## src/rtl/fetch_stage_pkg.sv

```systemverilog
// Shared definitions for the instruction fetch stage: reset/bubble constants and
// the next-PC source selector.
package fetch_stage_pkg;

  localparam logic [31:0] DefaultResetPc = 32'h0000_0000;
  // sll $0,$0,0
  localparam logic [31:0] NopInstr       = 32'h0000_0000;

  typedef enum logic [1:0] {
    PC_HOLD,
    PC_SEQ,
    PC_BRANCH,
    PC_JUMP
  } pc_sel_e;

endpackage

```

## src/rtl/adder.sv

```systemverilog
// Plain combinational adder; carry-out is dropped so results wrap modulo 2^Width.
module adder #(
  parameter int unsigned Width = 32
) (
  input  logic [Width-1:0] a_i,
  input  logic [Width-1:0] b_i,
  output logic [Width-1:0] sum_o
);

  assign sum_o = a_i + b_i;

endmodule

```

## src/rtl/if_id_reg.sv

```systemverilog
// IF/ID pipeline register: sync reset and clear both insert a bubble; clear wins
// over enable, and enable low holds the current contents.
module if_id_reg #(
  parameter logic [31:0] NOP_INSTR = 32'h0000_0000
) (
  input  logic        clk_i,
  input  logic        rst_i,
  input  logic        en_i,
  input  logic        clr_i,
  input  logic [31:0] instr_i,
  input  logic [31:0] pc_plus4_i,
  input  logic        valid_i,
  output logic [31:0] instr_o,
  output logic [31:0] pc_plus4_o,
  output logic        valid_o
);

  logic [31:0] instr_q, pc_plus4_q;
  logic        valid_q;

  always_ff @(posedge clk_i) begin
    if (rst_i || clr_i) begin
      instr_q    <= NOP_INSTR;
      pc_plus4_q <= 32'h0;
      valid_q    <= 1'b0;
    end else if (en_i) begin
      instr_q    <= instr_i;
      pc_plus4_q <= pc_plus4_i;
      valid_q    <= valid_i;
    end
  end

  assign instr_o    = instr_q;
  assign pc_plus4_o = pc_plus4_q;
  assign valid_o    = valid_q;

endmodule

```

## src/rtl/fetch_stage.sv

```systemverilog
// Instruction fetch stage: PC register with stall/branch/jump selection, wait-state
// tolerant instruction memory interface and the IF/ID pipeline register.
module fetch_stage
  import fetch_stage_pkg::*;
#(
  parameter logic [31:0] RESET_PC  = DefaultResetPc,
  parameter logic [31:0] NOP_INSTR = NopInstr
) (
  input  logic        clk_i,
  input  logic        rst_i,
  input  logic        stall_f_i,
  input  logic        stall_d_i,
  input  logic        flush_d_i,
  input  logic        pc_src_d_i,
  input  logic [31:0] pc_branch_i32,
  input  logic        jump_d_i,
  output logic [31:0] imem_addr_o32,
  input  logic [31:0] imem_rdata_i32,
  input  logic        imem_ready_i,
  output logic [31:0] instr_od32,
  output logic [31:0] pc_plus4_od32,
  output logic        valid_od
);

  logic [31:0] pc_q, pc_d;
  logic [31:0] pc_plus4;
  logic [31:0] jump_target, branch_target;
  logic        redirect;
  pc_sel_e     pc_sel;
  logic        ifid_en, ifid_clr;

  adder #(
    .Width(32)
  ) u_pc_adder (
    .a_i  (pc_q),
    .b_i  (32'd4),
    .sum_o(pc_plus4)
  );

  // Jump fields come from the instruction currently sitting in decode.
  assign jump_target   = {pc_plus4_od32[31:28], instr_od32[25:0], 2'b00};
  assign branch_target = pc_branch_i32 & 32'hFFFF_FFFC;
  assign redirect      = jump_d_i | pc_src_d_i;

  always_comb begin
    pc_sel = PC_HOLD;
    if (stall_f_i) begin
      pc_sel = PC_HOLD;
    end else if (jump_d_i) begin
      pc_sel = PC_JUMP;
    end else if (pc_src_d_i) begin
      pc_sel = PC_BRANCH;
    end else if (imem_ready_i) begin
      pc_sel = PC_SEQ;
    end
  end

  always_comb begin
    pc_d = pc_q;
    unique case (pc_sel)
      PC_HOLD:   pc_d = pc_q;
      PC_SEQ:    pc_d = pc_plus4;
      PC_BRANCH: pc_d = branch_target;
      PC_JUMP:   pc_d = jump_target;
      default:   pc_d = pc_q;
    endcase
  end

  always_ff @(posedge clk_i) begin
    if (rst_i) begin
      pc_q <= RESET_PC;
    end else begin
      pc_q <= pc_d;
    end
  end

  assign imem_addr_o32 = pc_q;

  // Flush beats stall; otherwise a redirect or a missing word leaves a bubble.
  assign ifid_clr = flush_d_i | (~stall_d_i & (redirect | ~imem_ready_i));
  assign ifid_en  = ~stall_d_i;

  if_id_reg #(
    .NOP_INSTR(NOP_INSTR)
  ) u_if_id_reg (
    .clk_i     (clk_i),
    .rst_i     (rst_i),
    .en_i      (ifid_en),
    .clr_i     (ifid_clr),
    .instr_i   (imem_rdata_i32),
    .pc_plus4_i(pc_plus4),
    .valid_i   (1'b1),
    .instr_o   (instr_od32),
    .pc_plus4_o(pc_plus4_od32),
    .valid_o   (valid_od)
  );

endmodule

```

## config.mk

```make
export PLATFORM = sky130hd
export DESIGN_NAME = fetch_stage
export DESIGN_NICKNAME = d
export VERILOG_FILES = /design/src/rtl/fetch_stage_pkg.sv /design/src/rtl/adder.sv /design/src/rtl/if_id_reg.sv /design/src/rtl/fetch_stage.sv
export SDC_FILE = /design/constraint.sdc
export NUM_CORES = 1
export LEC_CHECK = 0
export BUFFER_PORTS_ARGS = -buffer_cell sky130_fd_sc_hd__buf_2
export CAP_MARGIN = 0
export CORE_MARGIN = 2
export CORE_UTILIZATION = 30
export DETAILED_ROUTE_END_ITERATION = 8
export PLACE_DENSITY_LB_ADDON = 0.15
export SLEW_MARGIN = 0
export SYNTH_ARGS = -nofsm -noshare
export SYNTH_HDL_FRONTEND = slang
export SYNTH_SLANG_ARGS = --single-unit
export TNS_END_PERCENT = 20
```

## constraint.sdc

```tcl
create_clock -name clk_i -period 2.05 [get_ports clk_i]
set_clock_uncertainty 0.2 [all_clocks]
set_input_delay 0.41 -clock clk_i [delete_from_list [all_inputs] [get_ports clk_i]]
set_output_delay 0.41 -clock clk_i [all_outputs]
set_load 0.05 [all_outputs]
```

After elaboration in Yosys (flattened, before gate mapping) --
Index checks and enable logic that the tools add are counted.
Word-level totals: flip-flop bits (word level) 97, word-level logic and storage cells 21, input bits 72, output and inout port bits 97
Operators by class: reduce and logical (&&, ||, !) cells 2, equal/unequal tests 3, bitwise logic cells 6, multiplexer cells 5, $add $sub $neg 1
Operator list (number):
- 32-bit one-hot mux with 3 select lines | 1
- 32-bit by 3-bit adder with 32-bit output, second input constant | 1
- 2-bit 2-to-1 mux | 3
- 2-bit == test, second input constant | 2
- 1-bit OR | 3
- 2-bit by 1-bit == test with 1-bit output, second input constant | 1
- 2-bit zero test | 1
- 1-bit inverter | 2
- 1-bit AND | 1
- 1-bit logical OR | 1
- 1-bit 2-to-1 mux | 1

Longest topological paths before layout --
depth after elaboration 6, mapped depth 8, depth with buffers taken out 6

Hierarchy --
A second synthesis with hierarchy kept.
Unflattened totals: cell total of the unflattened synthesis 656, area, all modules 5985.7 sq um
Modules (own cells, without submodules):
- if_id_reg | cells each 210, times used 1, sequential area each 1301.2 sq um, area an instance 2338.5 sq um
- fetch_stage | cells each 225, times used 1, sequential area each 640.6 sq um, area an instance 2045.7 sq um
- adder | cells each 221, times used 1, sequential area each 0.0 sq um, area an instance 1601.5 sq um

Least setup slack after synthesis --
OpenSTA, ideal clock, no wires.
kind flip-flop to flip-flop, start point reg pc_q[2], in the netlist imem_addr_o32[2], end point reg pc_q[16], in the netlist imem_addr_o32[16], data required time 1.776 ns, period minus slack after synthesis 2.593 ns, arrival time 2.318 ns, slack -0.543 ns, path buffers 0, library setup time 0.074 ns, stages on the path, launching flop included 7, cell sequence dfxtp_1 -> ha_1 -> nand4_1 -> nor3_1 -> nand2_1 -> or4_1 -> a31oi_1
On the way: cells in the longest elaborated chain, start to end 2
RTL lines:
- from (decl) | line fetch_stage.sv:25 | logic [31:0] pc_q, pc_d;
- from (signal assigned) | line fetch_stage.sv:73 | pc_q <= pc_d;
- 32-bit by 3-bit adder with 32-bit output | line adder.sv:10 | assign sum_o = a_i + b_i;
- 32-bit one-hot mux with 3 select lines | line fetch_stage.sv:60 | unique case (pc_sel)
Every way passes these cells. A chain may end at the register's enable or synchronous reset.

Worst setup path after layout --
start point reg pc_q[15], in the netlist imem_addr_o32[15], end point reg pc_q[30], in the netlist imem_addr_o32[30]
Same word-level chain as after synthesis.

==> metrics.cfg <==
[sta]
timing.fmax_mhz=491.3
setup_repair_after_global_routing_missed_its_margin=true
timing.final.crit_period_ns=2.035
finalHoldViolations=0
postLayoutSetupSlackWorst_ns=0.01454
finalSetupViolCount=0
final-max-slew-violation-count=0
min_period_over_period_pct=99.29

[logic_synthesis]
synth_enable_flop_cells=0
post_synth.cell_area_avg_um2=8.328
synthesis.instances=570
netlist_area_um2=4747
synthesis.yosys.warnings=0
postSynth.topFlopCell=dfxtp_1
yosysUniqueCellTypes=62
synth-seq-cells=93
synth.yosys.seq_area_share_pct=39.22
asyncSetResetFlopFracSynth_pct=0

[cts]
cts_buffers=9
cts.path.max_buffers=2
clk_pin_slew_ns=0.07
post_cts_hold_buffer_count=0
htreeDepth=3
cts_tree=built
worst_skew_pair_latency_ns=0.35
root_buf_cell=clkbuf_16
clock-sinks=93

[global_routing]
grt_antenna_before_repair=0
grt_pass1_wl_mm=25.85
grt_max_degree=37
grt.overflow.total=0
vias_in_the_first_global_route=4910
grt_usage_pct=19.82

[die]
starting_density_of_the_core_pct=31.00
die_y_um=129.8
floorplan.die_area_um2=16850
placeableCoreArea_um2=15310
rows=45
floorplan.die.width_um=129.8
ioPinCount=169

[setup_path]
critical_path.reg2reg.endpoint=imem_addr_o32[30]$_SDFFE_PP0P_
timing.critical_path.from_type=register
rrSetupSlack_ns=0.01
rr_startpoint=imem_addr_o32[15]$_SDFFE_PP0P_
worstPathArrival_ns=2.07
critical_path_class=reg2reg
critical_path.endpoint_type=register
r2r_cells=5
timing.critical_path.fanout_max=10
critPathRequiredTime_ns=2.08

[power_and_ir_drop]
cellPowerDensity_nw_per_um2=637.3
p_leak_uw=0.003000
power.ir.vdd_worst_mv=0.4086

[run_status]
outcome=finished clean

[placement]
detailedPlacementHpwl_mm=12.58
gp_congestion=0.8949
portBuffers=162
dp_worst_setup_slack_ns=-0.09689

[routing]
ant_nets=0
dr_total_vias=5068
post-route-drc-count=0
drt-vias-per-instance=5.124
detail_route.first_pass.iterations=5
post_drt_wl_per_cell_um=16.79
initialDrtViolationCount=366
postRouteWirelength_mm=16.61

[run]
cap_viol_max_count=0

[finish]
fraction_of_final_layout_cells_sized_beyond_drive_strength_1_pct=39.85
fin_nets=846
syn2layout_area_growth_pct=41.41
final_core_utilization_pct=43.83
antenna_cells_inserted=0

[min_path]
hold_start=imem_rdata_i32[6]
hold_path_depth=3
hold_path.class=in2reg
timing.hold.worst_endpoint=u_if_id_reg.instr_o[6]$_SDFFE_PP0N_

synth_stat cells (4+ instances only):
master	instances	area, µm²
dfxtp_1	93	1862
nor2_1	76	285.3
a21oi_1	44	220.2
o21ai_0	41	205.2
clkbuf_1	38	142.6
nand2_1	38	142.6
mux2i_1	37	370.4
nand3_1	20	100.1
xnor2_1	15	131.4
a22oi_1	12	90.09
inv_1	12	45.04
nor3_1	12	60.06
a222oi_1	9	90.09
xor2_1	9	78.83
buf_2	7	35.03
nand4_1	7	43.79
a2bb2oi_1	6	52.55
a22o_1	5	43.79
nor4_1	5	31.28
a31oi_1	4	25.02
and4_1	4	35.03
buf_4	4	30.03
nor2b_1	4	25.02
o32ai_1	4	35.03
or3_1	4	25.02
logic make-up (layout without fill, tap and decap cells):
| group | count (synthesis) | in the layout | synth area share (%) |
|---|---|---|---|
| xor gates and xnor gates | 24 | 24 | 4.428 |
| DFF | 93 | 93 | 39.22 |
| buffers and inverters | 66 | 271 | 5.799 |
| adders and majority gates | 1 | 1 | 0.2635 |
| AOI/OAI and AO/OA | 155 | 155 | 21.35 |
| other | 1 | 4 | 0.07900 |
| and+or+nand+nor | 193 | 193 | 21.06 |
| muxes | 37 | 37 | 7.802 |
through the flow:
step	power [µW]	hold WS (ns)	TNS, ns	instances	area (µm²)
after detailed placement	2714	0.2417	-0.1435	972	6355
final	4278	0.08167	0	989	6713
after CTS	4325	0.07594	0	988	6643
after global placement	2706	0.2308	-0.08071	972	6355
after global routing	4465	0.09407	-0.2799	989	6713
after floorplan	2426	0.3539	-1.824	573	4862
sequential cells by signal, summed over array words and instances (netlist names):
| name | count |
|---|---|
| u_if_id_reg.pc_plus4_o | 30 |
| u_if_id_reg.instr_o | 32 |
| imem_addr_o32 | 30 |
| u_if_id_reg.valid_o | 1 |
worst max-delay path by stage:
stage / start / to / slack [ns] / cells past startpoint
finish: imem_addr_o32[15]$_SDFFE_PP0P_ / imem_addr_o32[30]$_SDFFE_PP0P_ / 0.01 / 5
global route: imem_addr_o32[15]$_SDFFE_PP0P_ / imem_addr_o32[30]$_SDFFE_PP0P_ / -0.07 / 5
global placement: imem_addr_o32[10]$_SDFFE_PP0P_ / u_if_id_reg.pc_plus4_o[23]$_SDFFE_PP0N_ / -0.04 / 5
CTS: imem_addr_o32[10]$_SDFFE_PP0P_ / imem_addr_o32[19]$_SDFFE_PP0P_ / 0.006 / 6
floorplan: imem_addr_o32[12]$_SDFFE_PP0P_ / imem_addr_o32[25]$_SDFFE_PP0P_ / -0.21 / 7
detailed placement: imem_addr_o32[10]$_SDFFE_PP0P_ / imem_addr_o32[19]$_SDFFE_PP0P_ / -0.1 / 6
layer usage:
layer / vias to the layer above / track usage (%) / wire length (µm)
met4: 0 / 5.693 / 223
met1: 2431 / 26.43 / 7724
met3: 17 / 4.428 / 889
met5: - / 0 / 0
li1: 2464 / - / -
met2: 156 / 32.25 / 7771
cells in the final DEF, fill, tap and decap left out, types with 3 or more instances in the layout:
cell	n
nor4_1	4
a221oi_1	3
a31oi_1	4
nor2_1	75
a21oi_1	44
nor2b_1	4
or3_1	3
mux2i_1	37
buf_2	162
a222oi_1	9
buf_4	74
o32ai_1	4
dfxtp_4	10
nand3_1	19
nor3_1	8
xor2_1	9
o31a_1	3
nand4_1	7
dfxtp_2	14
o22ai_1	3
o221ai_1	3
and4_1	4
buf_12	5
clkbuf_16	9
a22oi_1	12
a22o_1	5
conb_1	4
nor3_2	3
clkinv_2	3
a2bb2oi_1	6
dfxtp_1	69
inv_1	12
o21ai_0	40
nor4_4	3
xnor2_1	15
nand2_1	38
where the power goes:
part | leakage [µW] | switching (µW) | internal (µW)
clock network | 0.000138 | 721 | 883
logic | 0.00209 | 497 | 275
registers | 0.000769 | 50.0 | 1850
total | 0.00300 | 1270 | 3010
final cells by class:
cell class                      count  area (µm²)
Timing Repair Buffer              243        1489
Tap cell                          211       264.0
Clock inverter                      4       22.52
Clock buffer                       12       256.5
Fill cell                        1605        8602
Sequential cell                    93        1917
Inverter                           12       45.04
Multi-Input combinational cell    414        2719
worst max-delay path, stage by stage, from the launching register on:
cell	delay (ns)
dfxtp_4	0.40
nand4_2	0.15
or4_4	0.52
nor4_4	0.34
mux2i_1	0.21
o22ai_1	0.08
what timing repair did:
action	in CTS	in global routing
hold endpoints to repair	0	0
pin swaps	0	5
resized for setup	2	12
setup buffers	0	1
endpoints found under the setup margin	6	20
Power figures use the tool's default switching activity.
